`src/rtl/dtree_feature_loader_if.sv`:
```
// Byte-serial feature stream and class result stream between a feature source and the tree loader.
// The master side supplies feature bytes and consumes results; the loader is the slave.
interface dtree_feature_loader_if #(
    parameter int FEAT_W  = 8,
    parameter int CLASS_W = 2
);
    logic               s_valid;
    logic               s_ready;
    logic [FEAT_W-1:0]  s_data;
    logic               s_last;
    logic               m_valid;
    logic               m_ready;
    logic [CLASS_W-1:0] m_class;

    modport master (
        output s_valid, s_data, s_last, m_ready,
        input  s_ready, m_valid, m_class
    );

    modport slave (
        input  s_valid, s_data, s_last, m_ready,
        output s_ready, m_valid, m_class
    );
endinterface

```
`src/rtl/dtree_feature_loader.sv`:
```
// Assembles a byte-serial feature frame onto the parallel tree bus, waits out the tree settle
// time, then returns the sampled class. Optional per-class result counters: DTREE_CLASS_COUNT_EN.
//
// state  | meaning
// LOAD   | accepting frame bytes into slot idx
// SETTLE | full frame on feat_bus, counting settle cycles
// OUT    | class latched, m_valid held until m_ready
// DRAIN  | over-long frame, discarding bytes until s_last
module dtree_feature_loader #(
    parameter int NUM_FEAT   = 18,
    parameter int FEAT_W     = 8,
    parameter int SETTLE_CYC = 4,
    parameter int CLASS_W    = 2
) (
    input  logic                         clk,
    input  logic                         rst,
    dtree_feature_loader_if.slave        bus,
    output logic [NUM_FEAT*FEAT_W-1:0]   feat_bus,
    input  logic [CLASS_W-1:0]           class_in,
    output logic                         busy,
    output logic                         err_len
`ifdef DTREE_CLASS_COUNT_EN
    ,
    output logic [(1<<CLASS_W)*16-1:0]   class_cnt
`endif
);

    localparam int IDX_W = $clog2(NUM_FEAT);

    typedef enum logic [1:0] {
        LOAD   = 2'd0,
        SETTLE = 2'd1,
        OUT    = 2'd2,
        DRAIN  = 2'd3
    } state_t;

    state_t           state;
    state_t           state_nxt;
    logic [IDX_W-1:0] idx;
    logic [7:0]       cnt;
    logic             s_xfer;
    logic             m_xfer;
    logic             at_last;
    logic             settle_done;

    assign s_xfer      = bus.s_valid && bus.s_ready;
    assign m_xfer      = bus.m_valid && bus.m_ready;
    assign at_last     = (idx == IDX_W'(NUM_FEAT - 1));
    assign settle_done = (cnt == 8'(SETTLE_CYC - 1));

    always_ff @(posedge clk) begin
        if (rst) begin
            state <= LOAD;
        end else begin
            state <= state_nxt;
        end
    end

    always_comb begin
        state_nxt = state;
        case (state)
            LOAD: begin
                if (s_xfer && at_last) begin
                    state_nxt = bus.s_last ? SETTLE : DRAIN;
                end
            end
            SETTLE: begin
                if (settle_done) begin
                    state_nxt = OUT;
                end
            end
            OUT: begin
                if (m_xfer) begin
                    state_nxt = LOAD;
                end
            end
            DRAIN: begin
                if (s_xfer && bus.s_last) begin
                    state_nxt = LOAD;
                end
            end
            default: state_nxt = LOAD;
        endcase
    end

    always_comb begin
        bus.s_ready = (state == LOAD) || (state == DRAIN);
        bus.m_valid = (state == OUT);
        busy        = !((state == LOAD) && (idx == '0));
    end

    // Short and long frames both pulse err_len; only a long frame detours through DRAIN.
    always_ff @(posedge clk) begin
        if (rst) begin
            idx         <= '0;
            cnt         <= '0;
            feat_bus    <= '0;
            bus.m_class <= '0;
            err_len     <= 1'b0;
        end else begin
            err_len <= 1'b0;
            case (state)
                LOAD: begin
                    if (s_xfer) begin
                        feat_bus[idx*FEAT_W +: FEAT_W] <= bus.s_data;
                        if (!at_last) begin
                            if (bus.s_last) begin
                                err_len <= 1'b1;
                                idx     <= '0;
                            end else begin
                                idx <= idx + 1'b1;
                            end
                        end else begin
                            idx <= '0;
                            cnt <= '0;
                            if (!bus.s_last) begin
                                err_len <= 1'b1;
                            end
                        end
                    end
                end
                SETTLE: begin
                    cnt <= cnt + 8'd1;
                    if (settle_done) begin
                        bus.m_class <= class_in;
                    end
                end
                default: ;
            endcase
        end
    end

`ifdef DTREE_CLASS_COUNT_EN
    always_ff @(posedge clk) begin
        if (rst) begin
            class_cnt <= '0;
        end else if (m_xfer && (class_cnt[bus.m_class*16 +: 16] != 16'hFFFF)) begin
            class_cnt[bus.m_class*16 +: 16] <= class_cnt[bus.m_class*16 +: 16] + 16'd1;
        end
    end
`endif

endmodule

```
`src/flat_wrapper.sv`:
```
// flat-port wrapper written by rule: the top's interface ports become plain ports
module dtree_feature_loader_flat 
#(
    parameter int NUM_FEAT   = 18,
    parameter int FEAT_W     = 8,
    parameter int SETTLE_CYC = 4,
    parameter int CLASS_W    = 2
)
  (clk, rst, feat_bus, class_in, busy, err_len, bus_s_valid, bus_s_data, bus_s_last, bus_m_ready, bus_s_ready, bus_m_valid, bus_m_class);
  dtree_feature_loader_if #(.FEAT_W(FEAT_W), .CLASS_W(CLASS_W)) bus_i ();
  input  logic clk;
  input  logic rst;
  output logic [NUM_FEAT*FEAT_W-1:0] feat_bus;
  input  logic [CLASS_W-1:0] class_in;
  output logic busy;
  output logic err_len;
  input wire logic [$bits(bus_i.s_valid)-1:0] bus_s_valid;
  input wire logic [$bits(bus_i.s_data)-1:0] bus_s_data;
  input wire logic [$bits(bus_i.s_last)-1:0] bus_s_last;
  input wire logic [$bits(bus_i.m_ready)-1:0] bus_m_ready;
  output wire logic [$bits(bus_i.s_ready)-1:0] bus_s_ready;
  output wire logic [$bits(bus_i.m_valid)-1:0] bus_m_valid;
  output wire logic [$bits(bus_i.m_class)-1:0] bus_m_class;
  assign bus_i.s_valid = bus_s_valid;
  assign bus_i.s_data = bus_s_data;
  assign bus_i.s_last = bus_s_last;
  assign bus_i.m_ready = bus_m_ready;
  assign bus_s_ready = bus_i.s_ready;
  assign bus_m_valid = bus_i.m_valid;
  assign bus_m_class = bus_i.m_class;
  dtree_feature_loader #(.NUM_FEAT(NUM_FEAT), .FEAT_W(FEAT_W), .SETTLE_CYC(SETTLE_CYC), .CLASS_W(CLASS_W)) u_core (.clk(clk), .rst(rst), .bus(bus_i), .feat_bus(feat_bus), .class_in(class_in), .busy(busy), .err_len(err_len));
endmodule
```
`config.mk`:
```
export PLATFORM = sky130hd
export DESIGN_NAME = dtree_feature_loader_flat
export DESIGN_NICKNAME = d
export VERILOG_FILES = /design/src/rtl/dtree_feature_loader_if.sv /design/src/rtl/dtree_feature_loader.sv /design/src/flat_wrapper.sv
export SDC_FILE = /design/constraint.sdc
export NUM_CORES = 1
export LEC_CHECK = 0
export CORE_MARGIN = 3
export CORE_UTILIZATION = 45
export DETAILED_ROUTE_END_ITERATION = 10
export HOLD_SLACK_MARGIN = 0.15
export PLACE_DENSITY_LB_ADDON = 0.08
export SYNTH_ARGS = -nofsm -noshare
export SYNTH_HDL_FRONTEND = slang
export SYNTH_SLANG_ARGS = --single-unit
export TNS_END_PERCENT = 20
```
`constraint.sdc`:
```
create_clock -name clk -period 2.9 [get_ports clk]
set_input_delay 0.58 -clock clk [delete_from_list [all_inputs] [get_ports clk]]
set_output_delay 0.58 -clock clk [all_outputs]
set_load 0.01 [all_outputs]
```
==> metrics <==
outcome finished clean; Worst setup EP type register; Die Ht roughly 130 µm; Top Ports ~170; Routed wire per std cell around 19 µm; Vias between 6000 and 7000; Sw Pwr approximately 1.8 mW; synthesis-stage register bit count ~160; asr flop ratio synth 0%; minimum clock period 2.72 ns; final core utilization between 60% and 70%; GRT Resource Usage Total between 20 and 25%; CTS resizes 0; DIE AREA ~0.017 mm²; Yosys cell types 61; fin area around 0.0095 mm²; fill count approximately 1300; Vias/cell approximately 5.6; worst hold stages 2; dpl hpwl approximately 15 mm; grt ovf 0; CP max stage cell a2111oi_1; worst hold path type reg -> reg; starting density of the core a little under half; sequential fraction of the synthesis area between 40 and 50%; pin count of the biggest net entering global routing 133; Slew HR ~38%; Area Growth Syn to Fin 36.0%; final setup vio count 0; Worst Hold Margin between 0.4 and 0.5 ns; synth warn 0; Hold Buf Count CTS 0; Sequential Area between 0.003 and 0.004 mm²; drt pass-1 iters 6; crit-path cells inv_1 -> ha_2 -> nor3b_1 -> ha_1 -> nand3b_1 -> a2111oi_1 -> buf_4 -> nand2_1 -> o31ai_1; GRT met3 Usage approximately 5.9%; WL final around 21 mm; gpl congestion between 0.8 and 0.9; area of the multi-input gates between 0.003 and 0.004 mm²; hold path startpoint u_core.feat_bus[141]; Root Driver clkbuf_16; Post-synth EDFFs 0; met1 Usage GRT between 30% and 40%; area of placed instances 0.00889 mm²; vias in the first global route approximately 5900; FF-to-FF End u_core.feat_bus[64]; initial antenna violation count 0; Std-Cell Rows 44; Final ANT Viol Nets 0; Worst EP required approximately 3.2 ns; Gate power share 21.2%; core area around 0.015 mm²; H-tree Lvls 4; Max Root-Sink Buffers 2; post-CTS setup buffers 0; RSZ-0062 raised after global routing yes; Fin. Hold Viols 0; Clk Latency, worst-skew pair 0.44 ns; leak pwr 3.51 nW; sequential share of power between 30 and 40%; slowest cell delay on critical path 0.47 ns; worst vdd rail ir drop between 0.4 and 0.5 mV; top cell type's share of synthesized area a little under half; Net Sw Frac 30.9%; DP Worst Slack roughly 0.12 ns; max cap viols 0; layout cells sized above 1 under 10%; internal power about 4.0 mW; global route hottest layer met2; CTS clk-pin slew, worst paths 0.06 ns; WHS Endpoint u_core.feat_bus[141]; Die X-Extent around 130 µm; crit path kind reg -> reg; synthesized area per cell slightly above 9 µm²; crit-path max FO 15; Worst-Margin Slew 0.926 ns; DRT iter0 DRCs approximately 460; Post-Syn Area ~0.007 mm²; first-pass GRT wire length roughly 32 mm; area leader, netlist dfxtp_1; R2R depth 9; synth top area cells dfxtp_1 (46%), mux2i_1 (7.3%), nand3b_1 (6.6%); Syn Nets a little under 800; max-slew violation count 0; Worst setup SP type register; CTS tree built; crit share post-route between 90% and 100%; register-to-register setup slack approximately 0.18 ns; synthesized instance count around 760; setup slack after layout ~0.18 ns; Max Clk Rate approximately 370 MHz; port bufs approximately 160; CTS Sinks between 150 and 200; Pwr Density a little over 600 mW/mm²; reg2reg start u_core.idx[1]; Num CTS Buffers 17; ANT cells 0; DRC Markers 0; GR Util met2 between 30% and 40%; nets 949; clock share of power between 30 and 40%; Post-synth top flop dfxtp_1; WP data arrival ~3 ns; Fin Setup TNS 0 ns; final worst clock skew 0.00845 ns
layer usage:
| metal | vias to the layer above | share of wire, % |
|---|---|---|
| met2 | 217 | 47 |
| met1 | 2966 | 45 |
| li1 | 3025 | - |
| met3 | 29 | 6.3 |
| met5 | - | 0 |
| met4 | 0 | 1.3 |
worst max-delay path by stage:
stage | startpoint | endpoint | slack (ns)
final | u_core.idx[1] | u_core.feat_bus[64] | 0.18
after global routing | u_core.idx[1] | u_core.feat_bus[98] | -0.05
after CTS | u_core.idx[0] | u_core.feat_bus[89] | 0.21
after detailed placement | bus_s_valid | u_core.feat_bus[71] | 0.12
after global placement | bus_s_valid | u_core.feat_bus[66] | 0.17
after floorplan | u_core.idx[0] | u_core.feat_bus[38] | 0.03
power groups by stage:
| stage | clock network [mW] | logic (mW) | registers [mW] |
|---|---|---|---|
| detailed placement | 0 | 1.21 | 2.35 |
| global route | 2.38 | 1.34 | 2.30 |
| global placement | 0 | 1.20 | 2.35 |
| floorplan | 0 | 0.779 | 2.36 |
| CTS | 2.30 | 1.22 | 2.30 |
| finish | 2.27 | 1.23 | 2.30 |
cell type report:
class,count,share of cell area [%]
clock inverter,15,1.81
sequential,162,34.2
multi-input combinational,535,36.6
tap,184,2.43
timing repair buffer,198,20.1
inverter,11,0.435
clock buffer,17,4.48
registers in the layout, summed over array words and instances (netlist names):
name                cells
u_core.cnt              8
u_core.bus.m_class      2
u_core.feat_bus       144
u_core.idx              5
u_core.state            2
u_core.err_len          1
through the flow:
step / cells / total power, mW
2_1_floorplan: 757 / 3.14
3_3_place_gp: 1090 / 3.55
3_5_place_dp: 1090 / 3.56
4_1_cts: 1122 / 5.82
5_1_grt: 1122 / 6.03
6_report: 1122 / 5.80
critical path, delay by kind of cell, from the launching register on:
kind | cells | cell delay [ns]
AOI/OAI and AO/OA | 2 | 0.87
adders and majority gates | 2 | 0.42
buffers and inverters | 2 | 0.27
DFF | 1 | 0.33
and+or+nand+nor | 3 | 0.72
logic make-up (layout without fill, tap and decap cells):
kind of cell	after synthesis	in the layout	synth area share [%]
AOI/OAI and AO/OA	137	137	12.8
xor gates and xnor gates	11	11	1.38
adders and majority gates	9	9	1.61
buffers and inverters	60	241	3.87
DFF	162	162	46.5
muxes	51	51	7.32
and+or+nand+nor	327	327	26.5
cell usage in the layout (no fill, tap or decap), types with 6 or more instances in the layout:
cell	synthesis	final
o21ai_0	41	41
a21oi_1	31	31
ha_1	9	8
nand3b_1	61	61
nand4_1	6	6
and3_1	10	10
o31ai_1	31	31
inv_1	11	11
clkbuf_16	0	17
nand2_1	63	63
dfxtp_1	162	161
clkdlybuf4s50_1	0	163
and2_1	11	11
nand2b_1	29	29
buf_4	0	34
nor3_1	6	6
mux2i_1	51	51
nor2_1	70	70
xnor2_1	6	6
nand3_1	34	34
Yosys cell counts (4+ instances only):
cell and instances:
inv_1 11, dfxtp_1 162, xor2_1 5, o31ai_1 31, nand3b_1 61, or4b_1 5, nor3_1 6, a21boi_0 5
or3_1 5, and3_1 10, ha_1 9, xnor2_1 6, o21ai_2 4, nand2_1 63, mux2i_1 51, nor2_1 70
nand4_1 6, clkbuf_1 32, a21oi_1 31, o21ai_0 41, nand3_1 34, buf_2 12, nand2b_1 29, buf_6 4
and2_1 11
Power figures use the tool's default switching activity.
